==> src/rtl/decode_stage_hz.sv <==
// decode_stage_hz: ARM decode stage with a 15-entry register file (r15 reads
// PCPlus8D) and write-through bypass, the immediate extender, and the D->E
// pipeline register with flush/stall/bubble control and load-use detection.
// Ports:
//   clk, reset          - clock, synchronous active-high reset
//   InstrD, ValidD      - instruction in Decode and its valid flag
//   PCPlus8D            - value returned for reads of r15
//   CtrlD               - opaque control bundle carried to E
//   RegSrcD, ImmSrcD    - read-address and immediate-format selects
//   StallE, FlushE      - E register hold / bubble requests
//   RegWriteW, WA3W,
//   ResultW             - writeback port
//   RD1E..RD3E, ExtImmE,
//   WA3E, RA1E, RA2E,
//   CondE, CtrlE, ValidE - registered E outputs
//   LdUseStall          - combinational load-use hazard, holds F and D
module decode_stage_hz #(
  parameter int DATA_W       = 32,
  parameter int CTRL_W       = 16,
  parameter int REGWRITE_BIT = 0,
  parameter int MEMTOREG_BIT = 1
) (
  input  logic              clk,
  input  logic              reset,
  input  logic [31:0]       InstrD,
  input  logic              ValidD,
  input  logic [DATA_W-1:0] PCPlus8D,
  input  logic [CTRL_W-1:0] CtrlD,
  input  logic [1:0]        RegSrcD,
  input  logic [1:0]        ImmSrcD,
  input  logic              StallE,
  input  logic              FlushE,
  input  logic              RegWriteW,
  input  logic [3:0]        WA3W,
  input  logic [DATA_W-1:0] ResultW,
  output logic [DATA_W-1:0] RD1E,
  output logic [DATA_W-1:0] RD2E,
  output logic [DATA_W-1:0] RD3E,
  output logic [DATA_W-1:0] ExtImmE,
  output logic [3:0]        WA3E,
  output logic [3:0]        RA1E,
  output logic [3:0]        RA2E,
  output logic [3:0]        CondE,
  output logic [CTRL_W-1:0] CtrlE,
  output logic              ValidE,
  output logic              LdUseStall
);

  // Register file
  logic [DATA_W-1:0] rf_q [15];
  logic [DATA_W-1:0] rf_d [15];
  logic              wr_en;

  assign wr_en = RegWriteW && (WA3W != 4'd15);

  always_comb begin
    rf_d = rf_q;
    if (wr_en) rf_d[WA3W] = ResultW;
  end

  always_ff @(posedge clk) begin
    if (reset) rf_q <= '{default: '0};
    else       rf_q <= rf_d;
  end

  // Read ports: 0 = RA1, 1 = RA2, 2 = Instr[15:12]
  logic [3:0]        ra_d [3];
  logic [DATA_W-1:0] rd_d [3];

  always_comb begin
    ra_d[0] = RegSrcD[0] ? 4'd15 : InstrD[19:16];
    ra_d[1] = RegSrcD[1] ? InstrD[15:12] : InstrD[3:0];
    ra_d[2] = InstrD[15:12];
  end

  always_comb begin
    for (int unsigned i = 0; i < 3; i++) begin
      if (ra_d[i] == 4'd15)                rd_d[i] = PCPlus8D;
      else if (wr_en && WA3W == ra_d[i])   rd_d[i] = ResultW;
      else                                 rd_d[i] = rf_q[ra_d[i]];
    end
  end

  // Immediate extension
  logic [63:0]       rot_dbl;
  logic [31:0]       imm_rot;
  logic [DATA_W-1:0] ext_imm_d;

  always_comb begin
    rot_dbl = {24'd0, InstrD[7:0], 24'd0, InstrD[7:0]} >> {InstrD[11:8], 1'b0};
    imm_rot = rot_dbl[31:0];
    case (ImmSrcD)
      2'b00:   ext_imm_d = DATA_W'(imm_rot);
      2'b01:   ext_imm_d = DATA_W'(InstrD[11:0]);
      2'b10:   ext_imm_d = DATA_W'($signed({InstrD[23:0], 2'b00}));
      default: ext_imm_d = '0;
    endcase
  end

  // E register
  logic [DATA_W-1:0] rd1_e_q, rd1_e_d, rd2_e_q, rd2_e_d, rd3_e_q, rd3_e_d;
  logic [DATA_W-1:0] imm_e_q, imm_e_d;
  logic [3:0]        wa3_e_q, wa3_e_d, ra1_e_q, ra1_e_d, ra2_e_q, ra2_e_d;
  logic [3:0]        cond_e_q, cond_e_d;
  logic [CTRL_W-1:0] ctrl_e_q, ctrl_e_d;
  logic              valid_e_q, valid_e_d;
  logic              ld_use;

  assign ld_use = valid_e_q && ctrl_e_q[MEMTOREG_BIT] && ctrl_e_q[REGWRITE_BIT] &&
                  (wa3_e_q == ra_d[0] || wa3_e_q == ra_d[1]) && ValidD;

  // Flush and bubble both load D's datapath fields (don't-care in a bubble),
  // so the register only holds on a stall without flush.
  always_comb begin
    rd1_e_d   = rd1_e_q;
    rd2_e_d   = rd2_e_q;
    rd3_e_d   = rd3_e_q;
    imm_e_d   = imm_e_q;
    wa3_e_d   = wa3_e_q;
    ra1_e_d   = ra1_e_q;
    ra2_e_d   = ra2_e_q;
    cond_e_d  = cond_e_q;
    ctrl_e_d  = ctrl_e_q;
    valid_e_d = valid_e_q;
    if (FlushE || !StallE) begin
      rd1_e_d   = rd_d[0];
      rd2_e_d   = rd_d[1];
      rd3_e_d   = rd_d[2];
      imm_e_d   = ext_imm_d;
      wa3_e_d   = InstrD[15:12];
      ra1_e_d   = ra_d[0];
      ra2_e_d   = ra_d[1];
      cond_e_d  = InstrD[31:28];
      valid_e_d = !FlushE && !ld_use && ValidD;
      ctrl_e_d  = valid_e_d ? CtrlD : '0;
    end
  end

  always_ff @(posedge clk) begin
    if (reset) begin
      rd1_e_q   <= '0;
      rd2_e_q   <= '0;
      rd3_e_q   <= '0;
      imm_e_q   <= '0;
      wa3_e_q   <= '0;
      ra1_e_q   <= '0;
      ra2_e_q   <= '0;
      cond_e_q  <= '0;
      ctrl_e_q  <= '0;
      valid_e_q <= 1'b0;
    end else begin
      rd1_e_q   <= rd1_e_d;
      rd2_e_q   <= rd2_e_d;
      rd3_e_q   <= rd3_e_d;
      imm_e_q   <= imm_e_d;
      wa3_e_q   <= wa3_e_d;
      ra1_e_q   <= ra1_e_d;
      ra2_e_q   <= ra2_e_d;
      cond_e_q  <= cond_e_d;
      ctrl_e_q  <= ctrl_e_d;
      valid_e_q <= valid_e_d;
    end
  end

  assign RD1E       = rd1_e_q;
  assign RD2E       = rd2_e_q;
  assign RD3E       = rd3_e_q;
  assign ExtImmE    = imm_e_q;
  assign WA3E       = wa3_e_q;
  assign RA1E       = ra1_e_q;
  assign RA2E       = ra2_e_q;
  assign CondE      = cond_e_q;
  assign CtrlE      = ctrl_e_q;
  assign ValidE     = valid_e_q;
  assign LdUseStall = ld_use;

endmodule

==> config.mk <==
export PLATFORM = sky130hd
export DESIGN_NAME = decode_stage_hz
export DESIGN_NICKNAME = d
export VERILOG_FILES = /design/src/rtl/decode_stage_hz.sv
export SDC_FILE = /design/constraint.sdc
export NUM_CORES = 2
export LEC_CHECK = 0
export ABC_AREA = 1
export CAP_MARGIN = 20
export CORE_ASPECT_RATIO = 1.75
export CORE_UTILIZATION = 46
export CTS_CLUSTER_DIAMETER = 150
export DETAILED_ROUTE_END_ITERATION = 8
export PLACE_DENSITY = 0.65
export SLEW_MARGIN = 0
export SYNTH_ARGS = -nofsm -noshare
export SYNTH_HDL_FRONTEND = slang
export SYNTH_SLANG_ARGS = --single-unit
==> constraint.sdc <==
create_clock -name clk -period 3.6 [get_ports clk]
set_clock_uncertainty 0.1 [all_clocks]
set_input_delay 1.08 -clock clk [delete_from_list [all_inputs] [get_ports clk]]
set_output_delay 1.08 -clock clk [all_outputs]
set_load 0.01 [all_outputs]
==> impl_metrics.ini <==
[power]
powerDensity_mw_per_mm2 = 416
peakVddDrop_mv = 0.327
leakage_uw = 0.0198

[timing]
slew_viol_final = 0
fin_setup_tns_ns = 0
whs_ns = 0.364
finalSetupViolations = 0
min_period_ns = 3.52
post-route-period-util = 0.977
worst_pin_slew_ns = 1.06
rsz0062_at_grt = false
fmax_ghz = 0.284
relSlewSlack = 0.291
finalHoldViolCount = 0

[grt]
antenna_found_initial = 22
grt_max_degree = 164
grt_pass1_vias = 43500
gr-total-overflow = 0
grt_pass1_wl_mm = 278
grt_usage = 0.434

[floorplanning]
num_rows = 140
dieWidth_um = 221
start_util = 0.464
fp.dieH_um = 385
coreArea_sq_mm = 0.0832
die-area_sq_mm = 0.0851
ios = 288

[logic_synthesis]
synth_xor_area_frac = 0.00136
synth_fp_nets = 6544
synth_area_sq_mm = 0.0386
ys_seq_area_frac = 0.333
synthAdderAreaFrac = 0
synth-seq-cells = 641
synth_area_leaders = dfxtp_1 (33%), nand2_1 (15%), nand3_1 (12%)
synth_top_area_share = 0.333
synth_simple_gate_area_frac = 0.308
synth_top_family_by_area = simple AND/OR/NAND/NOR gates
ys.warnings.count = 0
synth_compound_area_frac = 0.237
postSynthCellCount = 6418
syn_area_per_cell_sq_um = 6.01
ys_types = 33
synth_mux_area_frac = 0.000259
yosysTopAreaCell = dfxtp_1

[worst_setup_path]
reg2reg_slack_ns = 1.74
reg2reg_from = rf_q[40]
worst-setup-path-type = input pin to flip-flop
worstPathMaxFanout = 43
startpoint = InstrD[0]
r2r.worst_path.cells = 8
crit_path_end_kind = flip-flop
required_ns = 4.10
start_kind = input pin
crit_arrival_ns = 4.02

[cells_and_area]
final_nets = 6635
syn_to_final_growth_pct = 20.1
drive_gt1_frac = 0.0727
final_util = 0.557
layout.cells.non_filler = 7642
final_cell_mix = nand2_1 (1555), nand3_1 (897), a21oi_1 (825), o21ai_0 (817), dfxtp_1 (641)
final_common_cell = nand2_1
fill_cells = 8259

[clock_network]
cts_tree = yes
htreeDepth = 3
numClockSinks = 641
cts.clk_slew.worst_paths_ns = 0.06
clk_path_buf_depth = 3
cts_root_buf = clkbuf_16
clock_latency_ns = 0.68
cts_made_buffers = 66
hold_buffers = 0

[outcome]
status = completed

[route]
wl_per_cell_um = 24.9
totalWireLength_mm = 190
drtIter0Drc = 6727
vias_per_cell = 6.23
ant_nets = 0
vias = 47600
drt-pass1-iter-count = 7
drc = 0

[place]
dp_hpwl_mm = 115
port-buffer-count = 283
post-place-cells = 7505
gp_congestion = 1.02

[min_path]
min_from = CtrlE[2]
hold_path.class = flip-flop to flip-flop
hold_depth = 2

[run]
cap_violations = 0
-- worst max-delay path: stages --
cell           delay, ns
dlygate4sd2_1       0.29
inv_1               0.15
nand2_4             0.08
buf_4               0.40
nand3_1             0.21
nand2_1             0.07
nor2_1              0.09
nand2_1             0.09
nor2_4              0.72
buf_4               0.33
nor2_1              0.06
nand2_1             0.06
nand2_1             0.20
a21oi_1             0.19
-- sequential cells by signal, summed over array words and instances, names as in the netlist --
register	flops
WA3E	4
ExtImmE	32
CtrlE	16
CondE	4
RA2E	4
RA1E	4
RD2E	32
rf_q	480
RD3E	32
RD1E	32
ValidE	1
-- report_power, final --
| part | internal (uW) | switching, uW |
|---|---|---|
| logic | 1360 | 2760 |
| registers | 7350 | 192 |
| clock network | 4390 | 3220 |
| total | 13100 | 6170 |
-- Yosys cell counts --
cell and n:
a21oi_1 825, a22oi_1 2, a31oi_1 2, a41oi_1 3, buf_1 40, buf_2 125
buf_4 8, buf_6 2, clkbuf_1 385, clkinv_1 6, dfxtp_1 641, inv_1 612
inv_2 8, mux2i_1 1, nand2_1 1573, nand2_2 2, nand3_1 898, nand3b_1 3
nand4_1 65, nor2_1 240, nor2_2 4, nor2_4 3, nor3_1 11, nor3_2 2
nor3b_1 1, o2111ai_1 2, o211ai_1 58, o21ai_0 817, o21ai_1 27, o21ai_2 3
o22ai_1 41, or2_2 2, xor2_1 6
-- stage by stage --
stage	power, uW	area (sq um)	setup slack, ns
2_1_floorplan	9700	38600	0.214
3_3_place_gp	11600	44000	-0.727
3_5_place_dp	11600	44000	-0.656
4_1_cts	19100	46300	0.0237
5_1_grt	19700	46300	0.00364
6_report	19300	46300	0.0812
-- cell families after synthesis --
kind of cell / count (synthesis)
xor gates and xnor gates: 6
DFF: 641
buffers and inverters: 1186
muxes: 1
AOI/OAI and AO/OA: 1780
and+or+nand+nor: 2804
-- routing by layer --
layer,GRT usage,vias up,wire length [um]
li1,-,21400,-
met1,0.502,21600,66400
met2,0.668,3593,81400
met3,0.133,1007,26200
met4,0.340,14,16300
met5,0,-,100
-- path summary, 6_finish.rpt --
check / end
min: CtrlE[2]
max reg2reg: RD3E[8]
min reg2reg: CtrlE[2]
max: RD2E[3]
-- area by class of cell --
cell class	count	area, sq um	share of cell area
well taps	1065	1330	0.0288
repair buffers	583	6090	0.131
diodes	17	42.5	0.000918
clock inverters	25	340	0.00735
flip-flops and latches	641	12800	0.277
clock buffers	94	1960	0.0424
inverters	626	2370	0.0511
multi-input cells	4591	21400	0.461
-- what timing repair did --
action                                  in CTS  in global routing
buffers inserted                             1                  0
pin swaps                                    2                  2
hold endpoints to repair                     0                  0
gates resized for setup                     25                  1
endpoints found under the setup margin       1                  1
Power figures use the tool's default switching activity.
